--- config.mk ---
export PLATFORM = sky130hd
export DESIGN_NAME = snn_run_sequencer
export DESIGN_NICKNAME = d
export VERILOG_FILES = /design/src/rtl/snn_seq_pkg.sv /design/src/rtl/seq_result_fifo.sv /design/src/rtl/snn_run_sequencer.sv
export SDC_FILE = /design/constraint.sdc
export NUM_CORES = 1
export LEC_CHECK = 0
export CAP_MARGIN = 20
export CORE_UTILIZATION = 45
export DETAILED_ROUTE_END_ITERATION = 7
export GPL_ROUTABILITY_DRIVEN = 1
export GPL_TIMING_DRIVEN = 0
export SLEW_MARGIN = 20
export SYNTH_ARGS = -nofsm -noshare
export SYNTH_HDL_FRONTEND = slang
export SYNTH_SLANG_ARGS = --single-unit
--- constraint.sdc ---
create_clock -name S_AXI_ACLK -period 8 [get_ports S_AXI_ACLK]
set_input_delay 2 -clock S_AXI_ACLK [delete_from_list [all_inputs] [get_ports S_AXI_ACLK]]
set_output_delay 2 -clock S_AXI_ACLK [all_outputs]
set_load 0.01 [all_outputs]
--- src/rtl/snn_seq_pkg.sv ---
// snn_seq_pkg: shared types for the SNN batch-run sequencer.
// Holds the sequencer state encoding, the default result-entry layout and
// the winner-index width helper.
package snn_seq_pkg;

    localparam int unsigned SEQ_NUM_OUTPUTS  = 1;
    localparam int unsigned SEQ_COUNTER_SIZE = 32;
    localparam int unsigned SEQ_SAMPLE_W     = 16;

    // Index width that never collapses to zero bits for a single output.
    function automatic int unsigned clog2_min1(input int unsigned n);
        return (n <= 1) ? 1 : $clog2(n);
    endfunction

    localparam int unsigned SEQ_WINNER_W = clog2_min1(SEQ_NUM_OUTPUTS);

    typedef enum logic [2:0] {
        IDLE,
        CLEAR,
        RUN,
        SCAN,
        PUSH,
        NEXT,
        DONE
    } seq_state_t;

    typedef struct packed {
        logic [SEQ_SAMPLE_W-1:0]     sample;
        logic [SEQ_WINNER_W-1:0]     winner;
        logic [SEQ_COUNTER_SIZE-1:0] count;
    } seq_result_t;

endpackage

--- src/rtl/seq_result_fifo.sv ---
// seq_result_fifo: synchronous show-ahead FIFO of sequencer result entries.
// The head entry is presented combinationally; a write into a full FIFO is
// accepted when a read frees a slot in the same cycle.
module seq_result_fifo
    import snn_seq_pkg::*;
#(
    parameter int unsigned DEPTH   = 8,
    parameter type         entry_t = seq_result_t
) (
    input  logic   clk,
    input  logic   rst_n,
    input  logic   wr_en,
    input  entry_t wr_data,
    input  logic   rd_en,
    output entry_t rd_data,
    output logic   full,
    output logic   empty
);

    localparam int unsigned AW = $clog2(DEPTH);

    entry_t        mem [DEPTH];
    logic [AW:0]   wr_ptr_q;
    logic [AW:0]   rd_ptr_q;
    logic          do_wr;
    logic          do_rd;

    // Extra pointer bit distinguishes full from empty.
    always_comb begin
        empty   = (wr_ptr_q == rd_ptr_q);
        full    = (wr_ptr_q[AW] != rd_ptr_q[AW]) &&
                  (wr_ptr_q[AW-1:0] == rd_ptr_q[AW-1:0]);
        do_rd   = rd_en && !empty;
        do_wr   = wr_en && (!full || do_rd);
        rd_data = mem[rd_ptr_q[AW-1:0]];
    end

    // Pointer update; reset empties the FIFO.
    always_ff @(posedge clk or negedge rst_n) begin
        if (!rst_n) begin
            wr_ptr_q <= '0;
            rd_ptr_q <= '0;
        end else begin
            if (do_wr) wr_ptr_q <= wr_ptr_q + 1'b1;
            if (do_rd) rd_ptr_q <= rd_ptr_q + 1'b1;
        end
    end

    // Storage write; contents need no reset since pointers gate visibility.
    always_ff @(posedge clk) begin
        if (do_wr) mem[wr_ptr_q[AW-1:0]] <= wr_data;
    end

endmodule

--- src/rtl/snn_run_sequencer.sv ---
// snn_run_sequencer: hardware batch loop for the SNN core. Per sample it
// clears the network, runs it for sim_time cycles, scans the spike counters
// for the winner and queues {sample, winner, count} in a result FIFO.
// Optional build macro SNN_SEQ_PERF_EN adds the stall_cycles counter port.
module snn_run_sequencer
    import snn_seq_pkg::*;
#(
    parameter int unsigned NUM_OUTPUTS   = 1,
    parameter int unsigned COUNTER_SIZE  = 32,
    parameter int unsigned SAMPLE_W      = 16,
    parameter int unsigned SETTLE_CYCLES = 2,
    parameter int unsigned RESULT_DEPTH  = 8
) (
    input  logic                                   S_AXI_ACLK,
    input  logic                                   S_AXI_ARESETN,
    input  logic                                   start,
    input  logic                                   abort,
    input  logic [SAMPLE_W-1:0]                    num_samples,
    input  logic [31:0]                            sim_time,
    input  logic [NUM_OUTPUTS*COUNTER_SIZE-1:0]    spike_counts,
    output logic                                   network_rst,
    output logic                                   network_en,
    output logic                                   sample_advance,
    output logic [SAMPLE_W-1:0]                    sample_idx,
    output logic                                   busy,
    output logic                                   done,
    output logic                                   aborted,
`ifdef SNN_SEQ_PERF_EN
    output logic [31:0]                            stall_cycles,
`endif
    output logic                                   res_valid,
    input  logic                                   res_ready,
    output logic [SAMPLE_W-1:0]                    res_sample,
    output logic [clog2_min1(NUM_OUTPUTS)-1:0]     res_winner,
    output logic [COUNTER_SIZE-1:0]                res_count
);

    localparam int unsigned WINNER_W = clog2_min1(NUM_OUTPUTS);

    typedef struct packed {
        logic [SAMPLE_W-1:0]     sample;
        logic [WINNER_W-1:0]     winner;
        logic [COUNTER_SIZE-1:0] count;
    } result_t;

    seq_state_t              state_q, state_d;
    logic [31:0]             cnt_q, cnt_d;
    logic [WINNER_W-1:0]     scan_q, scan_d;
    logic [SAMPLE_W-1:0]     num_q, num_d;
    logic [31:0]             time_q, time_d;
    logic [SAMPLE_W-1:0]     idx_q, idx_d;
    logic [WINNER_W-1:0]     best_idx_q, best_idx_d;
    logic [COUNTER_SIZE-1:0] best_cnt_q, best_cnt_d;
    logic                    done_q, done_d;
    logic                    aborted_q, aborted_d;

    logic [COUNTER_SIZE-1:0] cur_count;
    logic                    fifo_full;
    logic                    fifo_empty;
    logic                    pop;
    logic                    push;
    logic                    wr_ok;
    logic                    start_acc;
    result_t                 push_data;
    result_t                 head;

    // Select the counter currently being scanned.
    always_comb begin
        cur_count = '0;
        for (int i = 0; i < NUM_OUTPUTS; i++) begin
            if (scan_q == WINNER_W'(i)) cur_count = spike_counts[i*COUNTER_SIZE +: COUNTER_SIZE];
        end
    end

    // FIFO handshake; a concurrent pop frees room for the push.
    always_comb begin
        pop       = !fifo_empty && res_ready;
        wr_ok     = !fifo_full || pop;
        push      = (state_q == PUSH) && !abort && wr_ok;
        start_acc = (state_q == IDLE) && start && !abort;
        push_data = '{sample: idx_q, winner: best_idx_q, count: best_cnt_q};
    end

    // Next-state and Moore outputs; abort overrides everything outside IDLE.
    always_comb begin
        state_d        = state_q;
        cnt_d          = cnt_q;
        scan_d         = scan_q;
        num_d          = num_q;
        time_d         = time_q;
        idx_d          = idx_q;
        best_idx_d     = best_idx_q;
        best_cnt_d     = best_cnt_q;
        done_d         = done_q;
        aborted_d      = aborted_q;
        network_rst    = 1'b0;
        network_en     = 1'b0;
        sample_advance = 1'b0;

        unique case (state_q)
            IDLE: begin
                if (start_acc) begin
                    num_d     = num_samples;
                    time_d    = sim_time;
                    idx_d     = '0;
                    done_d    = 1'b0;
                    aborted_d = 1'b0;
                    cnt_d     = 32'(SETTLE_CYCLES - 1);
                    state_d   = (num_samples == '0) ? DONE : CLEAR;
                end
            end
            CLEAR: begin
                network_rst = 1'b1;
                best_idx_d  = '0;
                best_cnt_d  = '0;
                scan_d      = '0;
                if (cnt_q == '0) begin
                    if (time_q == '0) begin
                        state_d = SCAN;
                    end else begin
                        cnt_d   = time_q - 32'd1;
                        state_d = RUN;
                    end
                end else begin
                    cnt_d = cnt_q - 32'd1;
                end
            end
            RUN: begin
                network_en = 1'b1;
                if (cnt_q == '0) state_d = SCAN;
                else             cnt_d   = cnt_q - 32'd1;
            end
            SCAN: begin
                // Strict compare keeps the lowest index on ties.
                if (cur_count > best_cnt_q) begin
                    best_idx_d = scan_q;
                    best_cnt_d = cur_count;
                end
                if (scan_q == WINNER_W'(NUM_OUTPUTS - 1)) state_d = PUSH;
                else                                      scan_d  = scan_q + 1'b1;
            end
            PUSH: begin
                if (wr_ok) state_d = NEXT;
            end
            NEXT: begin
                if (idx_q == num_q - SAMPLE_W'(1)) begin
                    state_d = DONE;
                end else begin
                    sample_advance = 1'b1;
                    idx_d          = idx_q + SAMPLE_W'(1);
                    cnt_d          = 32'(SETTLE_CYCLES - 1);
                    state_d        = CLEAR;
                end
            end
            DONE: begin
                done_d  = 1'b1;
                state_d = IDLE;
            end
            default: state_d = IDLE;
        endcase

        if (abort && (state_q != IDLE)) begin
            state_d        = IDLE;
            network_rst    = 1'b1;
            network_en     = 1'b0;
            sample_advance = 1'b0;
            aborted_d      = 1'b1;
            done_d         = done_q;
            idx_d          = idx_q;
        end
    end

    // State and datapath registers.
    always_ff @(posedge S_AXI_ACLK or negedge S_AXI_ARESETN) begin
        if (!S_AXI_ARESETN) begin
            state_q    <= IDLE;
            cnt_q      <= '0;
            scan_q     <= '0;
            num_q      <= '0;
            time_q     <= '0;
            idx_q      <= '0;
            best_idx_q <= '0;
            best_cnt_q <= '0;
            done_q     <= 1'b0;
            aborted_q  <= 1'b0;
        end else begin
            state_q    <= state_d;
            cnt_q      <= cnt_d;
            scan_q     <= scan_d;
            num_q      <= num_d;
            time_q     <= time_d;
            idx_q      <= idx_d;
            best_idx_q <= best_idx_d;
            best_cnt_q <= best_cnt_d;
            done_q     <= done_d;
            aborted_q  <= aborted_d;
        end
    end

`ifdef SNN_SEQ_PERF_EN
    logic [31:0] stall_q;

    // Saturating count of cycles blocked in PUSH by a full FIFO.
    always_ff @(posedge S_AXI_ACLK or negedge S_AXI_ARESETN) begin
        if (!S_AXI_ARESETN)                                        stall_q <= '0;
        else if (start_acc)                                        stall_q <= '0;
        else if (state_q == PUSH && fifo_full && stall_q != '1)    stall_q <= stall_q + 32'd1;
    end

    assign stall_cycles = stall_q;
`endif

    seq_result_fifo #(
        .DEPTH   (RESULT_DEPTH),
        .entry_t (result_t)
    ) u_fifo (
        .clk     (S_AXI_ACLK),
        .rst_n   (S_AXI_ARESETN),
        .wr_en   (push),
        .wr_data (push_data),
        .rd_en   (pop),
        .rd_data (head),
        .full    (fifo_full),
        .empty   (fifo_empty)
    );

    // Outputs; result fields read as zero while the FIFO is empty.
    always_comb begin
        sample_idx = idx_q;
        busy       = (state_q != IDLE);
        done       = done_q;
        aborted    = aborted_q;
        res_valid  = !fifo_empty;
        res_sample = fifo_empty ? '0 : head.sample;
        res_winner = fifo_empty ? '0 : head.winner;
        res_count  = fifo_empty ? '0 : head.count;
    end

endmodule

Yosys cells after proc, flatten, opt, wreduce, memory -nomap -nowiden
Memory sizes are Yosys's and may differ from the RTL's.
Cells that the tools add are included.
{ "word_totals": {"ram_bits": 392, "rom_bits": 0, "out_inout_bits": 72, "n_memories": 1, "ff_bits": 143, "latch_bits": 0} }
{ "mem_list": {"columns": ["memory", "depth", "word_bits", "read_ports", "rd_ports_with_merged_regs", "wr", "line_no", "rtl"], "rows": [
  ["u_fifo.mem", 8, 49, 1, 0, 1, "seq_result_fifo.sv:22", "entry_t mem [DEPTH];"]
]} }
{ "classes": {"order_cmp": 1, "addsub": 7, "multipliers": 0, "mux": 42, "n_eq_ne": 20, "reduce_logical": 32, "shifts": 0, "bitwise_logic": 1, "div": 0} }
{ "ops": {"columns": ["op", "n"], "rows": [
  ["2-to-1 mux 32 bit", 8],
  ["case mux 32 bit (4 select lines)", 1],
  ["logical NOT 32 bit", 2],
  ["case mux 32 bit (2 select lines)", 1],
  ["subtractor 32 x 1 -> 32 bit (second input constant)", 2],
  ["2-to-1 mux 16 bit", 3],
  ["greater-than comparator 32 bit", 1],
  ["case mux 16 bit (2 select lines)", 1],
  ["2-to-1 mux 3 bit", 8],
  ["case mux 3 bit (6 select lines)", 1],
  ["adder 16 x 1 -> 16 bit (second input constant)", 1],
  ["== test 16 bit", 1],
  ["logical NOT 16 bit", 1],
  ["2-to-1 mux 1 bit", 16],
  ["subtractor 16 x 1 -> 16 bit (second input constant)", 1],
  ["!= test 3 bit (second input constant)", 4],
  ["AND reduction 5 bit", 2],
  ["nonzero test 2 bit", 5],
  ["== test 3 bit (second input constant)", 3],
  ["logical AND 1 bit", 9],
  ["adder 4 x 1 -> 4 bit (second input constant)", 2],
  ["!= test 2 bit (second input constant)", 4],
  ["== test 3 x 2 -> 1 bit (second input constant)", 2],
  ["!= test 3 x 2 -> 1 bit (second input constant)", 2],
  ["other kinds (15)", 22]
]} }

Depth between registers and ports, before layout
{ "depth": {"ltp_word": 8, "mapped_depth": 12, "depth_no_buf": 10} }

Cells and area by module
Synthesis repeated with hierarchy kept, for this count alone.
{ "hier_totals": {"hier_cells": 1703, "area_unflattened_um2": 24584.8} }
{ "modules_own_cells": {"columns": ["mod", "area_per_inst_um2", "cells_per_inst", "instances"], "rows": [
  ["seq_result_fifo", 15422.3, 621, 1],
  ["snn_run_sequencer", 9162.5, 1082, 1]
]} }

Worst setup path after synthesis
OpenSTA, ideal clock, no wires.
{ "synth_path": {"path_type": "input to register", "start": "input abort", "end": "memory u_fifo.mem[5][0] in the netlist's numbering (enable)", "arrival_ps": 6358, "t_required_ps": 7477, "setup_ps": 523, "path_slack_ps": 1119, "stages": 5, "cell_sequence": "nor2_1 -> nand2_1 -> nor3_1 -> nand2_1 -> nor3b_1"} }
{ "synth_via": {"elab_chain_cells": 6} }
{ "synth_rtl": {"columns": ["item", "line_no", "rtl"], "rows": [
  ["start, declared", "snn_run_sequencer.sv:17", "input logic abort,"],
  ["logical NOT 1 bit", "snn_run_sequencer.sv:79", "push = (state_q == PUSH) && !abort && wr_ok;"],
  ["logical AND 1 bit (2 in a row)", "snn_run_sequencer.sv:79", null],
  ["logical AND 1 bit", "seq_result_fifo.sv:34", "do_wr = wr_en && (!full || do_rd);"],
  ["2-to-1 mux 1 bit", "seq_result_fifo.sv:51", "if (do_wr) mem[wr_ptr_q[AW-1:0]] <= wr_data;"],
  ["2-to-1 mux 1 bit (implied by the code)", "seq_result_fifo.sv:51", null],
  ["end, declared", "seq_result_fifo.sv:22", null]
]} }
No other way between the ends.

Worst setup path in the final report
{ "layout_path": {"start": "register u_fifo.rd_ptr_q[0]", "end": "output res_count[30]"} }
{ "layout_via": {"elab_chain_cells": 2, "word_cells_on_any_way": 3, "classes_between": "1 x eq/ne; 1 x mux; 1 x memory"} }
{ "layout_rtl": {"columns": ["item", "line_no", "rtl"], "rows": [
  ["start, declared", "seq_result_fifo.sv:24", "logic [AW:0] rd_ptr_q;"],
  ["start signal, assigned", "seq_result_fifo.sv:45", "if (do_rd) rd_ptr_q <= rd_ptr_q + 1'b1;"],
  ["memory (8 x 49 bit) or == test 4 bit (tied branches)", null, null],
  ["2-to-1 mux 32 bit (*)", "snn_run_sequencer.sv:236", "res_count = fifo_empty ? '0 : head.count;"],
  ["end, declared", "snn_run_sequencer.sv:35", "output logic [COUNTER_SIZE-1:0] res_count"]
]} }
Every way passes the cells marked *; elsewhere a longest branch is shown, timed or not.

==> out/metrics.cfg <==
[die]
die_w_um = 232
coreArea_um2 = 51800
io_pins = 157
die_area_um2 = 53900
num_rows = 83
start_util_pct = 46.0
die_y_um = 232

[power_and_ir_drop]
finalPower_w = 0.0102
p_leak_nw = 10.5
ir_drop_mv = 0.183
switching_share_pct = 34.6
switchingPower_w = 0.00354
p_int_w = 0.00668
power_frac_clock_pct = 27.0
power_frac_comb_pct = 37.5
seq_power_share_pct = 35.5
power_density_nw_per_um2 = 356

[timing]
hold_violations = 0
setup_violations = 0
finalCritPeriodShare_pct = 82.0
finClkSkew_ps = 24.7
setup_ws_ps = 1440
slew-limit-headroom_pct = 22.7
worst_slew_pin_slew_ps = 1150
period_minus_slack_ps = 6560
fmax_ghz = 0.152
rsz0062_at_grt = false
slew_viol_final = 0
fin_hold_ws_ps = 500

[layout]
syn2layout_area_growth_pct = 20.7
final_cells = 2691
fill_cells = 4271
nets = 2088
fin_util_pct = 55.5
seq_area_um2 = 15100
diodes = 0
drive_above_1_share_pct = 15.8
multi_input_area_um2 = 8200

[worst_setup_path]
worstReg2RegEnd = best_cnt_q[24]$_DFFE_PN0P_
reg2reg_from = best_cnt_q[15]$_DFFE_PN0P_
slowest_delay_ps = 790
cp_top_family = buffers and inverters
cp_max_fo = 10
reg2reg_slack_ps = 4030
crit_arrival_ps = 4560
path_cells = clkbuf_1 -> clkbuf_1 -> buf_1 -> mux4_2 -> mux2i_1 -> nor2_1 -> clkdlybuf4s50_1
critPathSlowestCell = clkbuf_1
critPathBufInv = 4
worstRegToRegCells = 11
worst_setup_path_end_kind = primary output
cpMostUsedCell = clkbuf_1
crit_type = reg -> out
worstPathRequired_ps = 6000
start_kind = register

[synthesis]
synthCells = 1706
ys_seq_elements = 525
synth_cell_types = 79
yosys.area.top_type = edfxtp_1
synth_top_area_share_pct = 48.4
async_flop_share_pct = 26.9
dominantRegCellSynth = edfxtp_1
avgSynthCellArea_um2 = 14.0
synthTopCellsByArea = edfxtp_1 48%, dfrtp_1 15%, mux4_2 9.1%, nand2_1 3.2%, mux2i_1 2.5%
synth-edff-count = 384
syn-num-nets = 1829
yosysWarnings = 0
synth.yosys.seq_area_share_pct = 63.2
synth_area_um2 = 23800

[routing]
drtPass1Iterations = 6
vias = 15166
vias_per_cell = 5.64
drtAntennaViolNets = 0
wl_per_cell_um = 22.2
drc = 0
drt_wl_total_um = 59700
drt_iter0_drc = 1181

[grt]
busiest_layer = met2
grt_use_met1_pct = 31.6
grt_pass1_wl_um = 91900
grt_use_met2_pct = 37.0
grt_max_degree = 85
antenna_found_initial = 1
grt_usage_pct = 22.6
use_met3_pct = 2.84
grt_pass1_vias = 15476
gr-total-overflow = 0

[place]
globalplace.congestion = 0.871
place_ws_ps = 1820
numPortBuffers = 155
hpwlAfterDp_um = 41400
dpl.cell_count = 2588

[clock_tree]
hold_buffers = 0
cts_buffers = 54
htreeDepth = 2
clock_sinks = 525
cts_resized = 0
post_cts_buffers = 0
clk_pin_slew_ps = 60
cts_root_buf = clkbuf_16
insertion_delay_ps = 620
clk_path_buf_depth = 3
cts_tree = done

[hold_path]
hold_class = reg -> reg
hold_depth = 1
whs_endpoint = cnt_q[22]$_DFFE_PN0P_
hp-start = cnt_q[22]$_DFFE_PN0P_

[outcome]
status = finished clean

[run]
cap_violations = 0

## per-stage QoR
stage	instance area (um^2)	TNS (ps)
floorplan	23800	0
global placement	26200	-1249270
detailed placement	26800	0
CTS	28700	0
global route	28800	0
finish	28800	0
## area by class of cell
cell class                 count  area share, %
inverter                      49          0.640
tap                          680           2.96
sequential                   525           52.4
multi-input combinational   1033           28.5
timing repair buffer         203           7.16
buffer                        99           1.51
clock buffer                  65           5.09
clock inverter                37           1.78
## cells by family after synthesis
kind of cell | Yosys count | synth area share, %
other | 1 | 0.0157
DFF | 525 | 63.2
AOI/OAI and AO/OA | 193 | 5.68
adders and majority gates | 38 | 2.00
muxes | 193 | 13.4
buffers and inverters | 148 | 2.58
xor gates and xnor gates | 63 | 2.32
and+or+nand+nor | 545 | 10.9
## synthesized netlist by cell type, types with 4 or more instances
master	number
edfxtp_1	384
nand2_1	201
dfrtp_1	141
nor2_1	131
mux4_2	96
clkbuf_1	61
mux2i_1	59
inv_1	48
a21oi_1	44
xnor2_1	40
nand3_1	39
ha_1	38
nor3_1	37
mux2_2	35
o21ai_0	30
xor2_1	23
buf_1	22
nor4_1	21
or3_1	18
nand2b_1	17
nand4_1	17
a22o_1	14
or4_1	13
a21o_1	11
a31oi_1	11
o211ai_1	11
o32ai_1	10
o22ai_1	9
buf_2	8
nor2b_1	8
nor3b_1	7
o31ai_1	7
a211oi_1	6
and2_1	6
or2_2	6
a32o_1	5
buf_6	5
and3_1	4
nor4b_1	4
o21a_1	4
## layout by cell type, fill, tap and decap left out, drive strengths merged, types with 5 or more instances in the layout
cell type,instances
buf,85
nor2b,8
nand3,39
a21o,11
xnor2,40
nor3b,7
clkdlybuf4s50,154
bufinv,11
nor4,21
mux2,38
o32ai,10
ha,38
or3,18
edfxtp,384
inv,49
a31oi,11
clkinv,19
dfrtp,141
a22o,14
a21oi,45
mux4,96
clkinvlp,7
nor2,132
nor3,38
nand4,17
nand2,201
or2,6
o22ai,9
and2,6
a32o,5
or4,15
a211oi,8
xor2,23
o21ai,32
mux2i,59
o31ai,7
o211ai,11
clkbuf,128
nand2b,19
## power by group through the flow
| stage | Sequential (W) | Clock [W] | Combinational, W |
|---|---|---|---|
| 3_3_place_gp | 0.00367 | 0 | 0.00379 |
| 2_1_floorplan | 0.00358 | 0 | 0.00250 |
| 6_report | 0.00363 | 0.00276 | 0.00383 |
| 5_1_grt | 0.00369 | 0.00291 | 0.00418 |
| 4_1_cts | 0.00364 | 0.00281 | 0.00387 |
| 3_5_place_dp | 0.00369 | 0 | 0.00385 |
## worst register-to-register path, stage by stage, from the launching register on
cell      delay [ps]
dfrtp_1          480
inv_1            110
ha_1             330
nand4_1          160
or4_1            570
nor3_1           510
nor3_1           250
o21a_1           170
or3_1            360
clkbuf_1         160
clkbuf_1         360
mux2_2           400
## worst max-delay path by stage
stage	from	endpoint	cells past startpoint
floorplan	abort	u_fifo.mem[5][0]$_DFFE_PP_	5
global placement	abort	u_fifo.mem[2][4]$_DFFE_PP_	6
detailed placement	abort	network_rst	5
CTS	u_fifo.rd_ptr_q[0]$_DFFE_PN0P_	res_count[30]	7
global route	u_fifo.rd_ptr_q[0]$_DFFE_PN0P_	res_count[30]	7
finish	u_fifo.rd_ptr_q[0]$_DFFE_PN0P_	res_count[30]	7
## state kept, by name, summed over array words and instances (netlist names)
name,cells
best_cnt_q,32
cnt_q,32
time_q,32
sample_idx,16
u_fifo.rd_ptr_q,4
u_fifo.mem,384
u_fifo.wr_ptr_q,4
aborted,1
done,1
num_q,16
state_q,3
## metal layers
metal	up-vias	routed length, um
met1	7612	26400
met2	467	28900
li1	6982	-
met5	-	13
met3	103	3030
met4	2	1450
No activity file was read; power rests on OpenSTA's default activity.
==> RTL edit, RTL diff (same flow settings) <==
Set the parameter `SAMPLE_W` to 32 (it was 16).
--- a/src/rtl/snn_run_sequencer.sv
+++ b/src/rtl/snn_run_sequencer.sv
@@ -8,5 +8,5 @@
     parameter int unsigned NUM_OUTPUTS   = 1,
     parameter int unsigned COUNTER_SIZE  = 32,
-    parameter int unsigned SAMPLE_W      = 16,
+    parameter int unsigned SAMPLE_W      = 32,
     parameter int unsigned SETTLE_CYCLES = 2,
     parameter int unsigned RESULT_DEPTH  = 8
Interface: changed (resized num_samples, res_sample and sample_idx); port bits go from 157 to 205. The function was not compared with the original's and may differ.
==> RTL edit against the original RTL <==
  * Sequential cell count is 160 higher
  * Design area is 33% higher
  * Via count is 41% higher
  * First-iteration DRC count is 55% higher
  * Global-route usage is 1.2 points higher
  * Area after synthesis is 33% higher
  * Wire length is 41% higher
  * Sequential share of layout area is 0.69 points lower
  * Total power is 26% higher
  * Count of clock-buffer cells in the layout is 34 higher
  * Maximum frequency is 6.5% lower
  * Worst setup slack worse by 460 ps
  * Largest cell class unchanged
==> RTL edit: results (changes against the original RTL) <==
VDD IR max 179.1 µV (-2.3%); Finished Layout Cells 3692 (+37%); HP Class reg2reg; drt via density 5.785 (+2.7%); Area contributors post-synth edfxtp_1 (49%), dfrtp_1 (14%), mux4_2 (9.1%); leakage 14.17 nW (+35%); Synthesis Warnings 0 (unchanged); GRT Total Usage 23.86% (+1.2 points); FFs w/ async S/R, synth 25.26% (-1.6 points); Syn Nets 2504 (+37%); CTS buffer count 73 (+35%); Post-synth EDFFs 512 (+33%); initial antenna violation count 2 (+1); port bufs 203 (+31%); max reg flops 512 (+33%); library cells used by synthesis 77 (-2.5%); Placer Congestion 0.8748 (+0.44%); final wirelength 83950 µm (+41%); Post-Route Skew 17.96 ps (-6.747 ps); CTS root buf clkbuf_16; register area share after synthesis 62.21% (-1.0 points); DR pass1 iterations 6 (unchanged); Syn Inst Count 2365 (+39%); crit-path max FO 6 (-4); first-pass GRT wire length 128500 µm (+40%); layout cell share with drive strength beyond 1 14.13% (-1.7 points); Max-slew headroom 28.62% (+5.9 points); largest net degree at the start of global routing 90 (+5.9%); fin nets 2841 (+36%); status finished clean; DP Worst Slack 1621 ps (-201.4 ps); Crit path largest cell delay 630 ps (-160 ps); level count of the clock H-tree 3 (+1); main flop type after synthesis edfxtp_1; Synth top cells by count edfxtp_1 (512), nand2_1 (323), dfrtp_1 (173); Placed Cells 3558 (+37%); post-route ant nets 0 (unchanged); vias in the first global route 21390 (+38%); fill count 5729 (+34%); CTS resizes 0 (unchanged); starting DRC count in detailed routing 1832 (+55%); Max stage delay cell, worst path nor4_1; family with the most delay on the worst path simple AND/OR/NAND/NOR gates; Detail Placement HPWL 59760 µm (+44%)
RTL edit: cell count changes after synthesis, sizes merged, moves of 23 or more:
cell     change
edfxtp     +128
nand2      +122
clkbuf      +66
nand3       +63
o31ai       +39
dfrtp       +32
mux4        +32
o2111ai     +32
o221a       +31
mux2        -30
o21ai       +26
or4         +23
RTL edit: logic make-up after synthesis:
group	Yosys count	share of synthesized area (%)
flip-flops	685	62.21
XOR/XNOR	81	2.240
buffers and inverters	213	2.647
multiplexers	206	11.60
adder cells (fa/ha/maj)	38	1.501
other	1	0.01184
AO/OA/AOI/OAI	318	7.257
AND/OR/NAND/NOR	823	12.54
RTL edit: layout make-up:
cell class	count	area share [%]
clock buffers	99	5.184
multi-input cells	1467	29.38
inverters	51	0.5020
flip-flops and latches	685	51.67
plain buffers	162	1.703
clock inverters	34	1.247
diodes	1	0.006563
repair buffers	262	7.252
well taps	931	3.055
RTL edit: metal layers:
layer | routed length (µm) | global-route usage [%] | vias to the layer above
li1 | - | - | 9762
met1 | 35790 | 32.37 | 10860
met2 | 41570 | 40.02 | 633
met3 | 4907 | 3.669 | 99
met4 | 1673 | 6.368 | 2
met5 | 12 | 0 | -
RTL edit: where the power goes:
part | switching [mW] | internal, mW
clock | 1.40 | 2.07
combinational | 2.67 | 2.00
sequential | 0.481 | 4.27
total | 4.55 | 8.33
RTL edit: worst paths after layout:
kind | startpoint | endpoint | slack (ps) | cells past startpoint
worst min-delay path | u_fifo.wr_ptr_q[3]$_DFFE_PN0P_ | u_fifo.wr_ptr_q[3]$_DFFE_PN0P_ | 490 | 1
max in group asynchronous | S_AXI_ARESETN | best_cnt_q[14]$_DFFE_PN0P_ | 5710 | 2
worst max register to register | time_q[0]$_DFFE_PN0P_ | cnt_q[14]$_DFFE_PN0P_ | 3200 | 13
worst min register to register | u_fifo.wr_ptr_q[3]$_DFFE_PN0P_ | u_fifo.wr_ptr_q[3]$_DFFE_PN0P_ | 490 | 1
min in group asynchronous | S_AXI_ARESETN | time_q[16]$_DFFE_PN0P_ | 1400 | 1
worst max-delay path | num_q[0]$_DFFE_PN0P_ | sample_advance | 980 | 13
RTL edit: per-stage QoR:
| stage | hold slack (ps) | area, µm² | power, mW |
|---|---|---|---|
| 2_1_floorplan | 457.7 | 31680 | 7.715 |
| 3_3_place_gp | 474.7 | 34880 | 9.408 |
| 3_5_place_dp | 481.4 | 35670 | 9.505 |
| 4_1_cts | 488.8 | 38120 | 12.98 |
| 5_1_grt | 523.9 | 38130 | 13.60 |
| 6_report | 489.5 | 38130 | 12.88 |
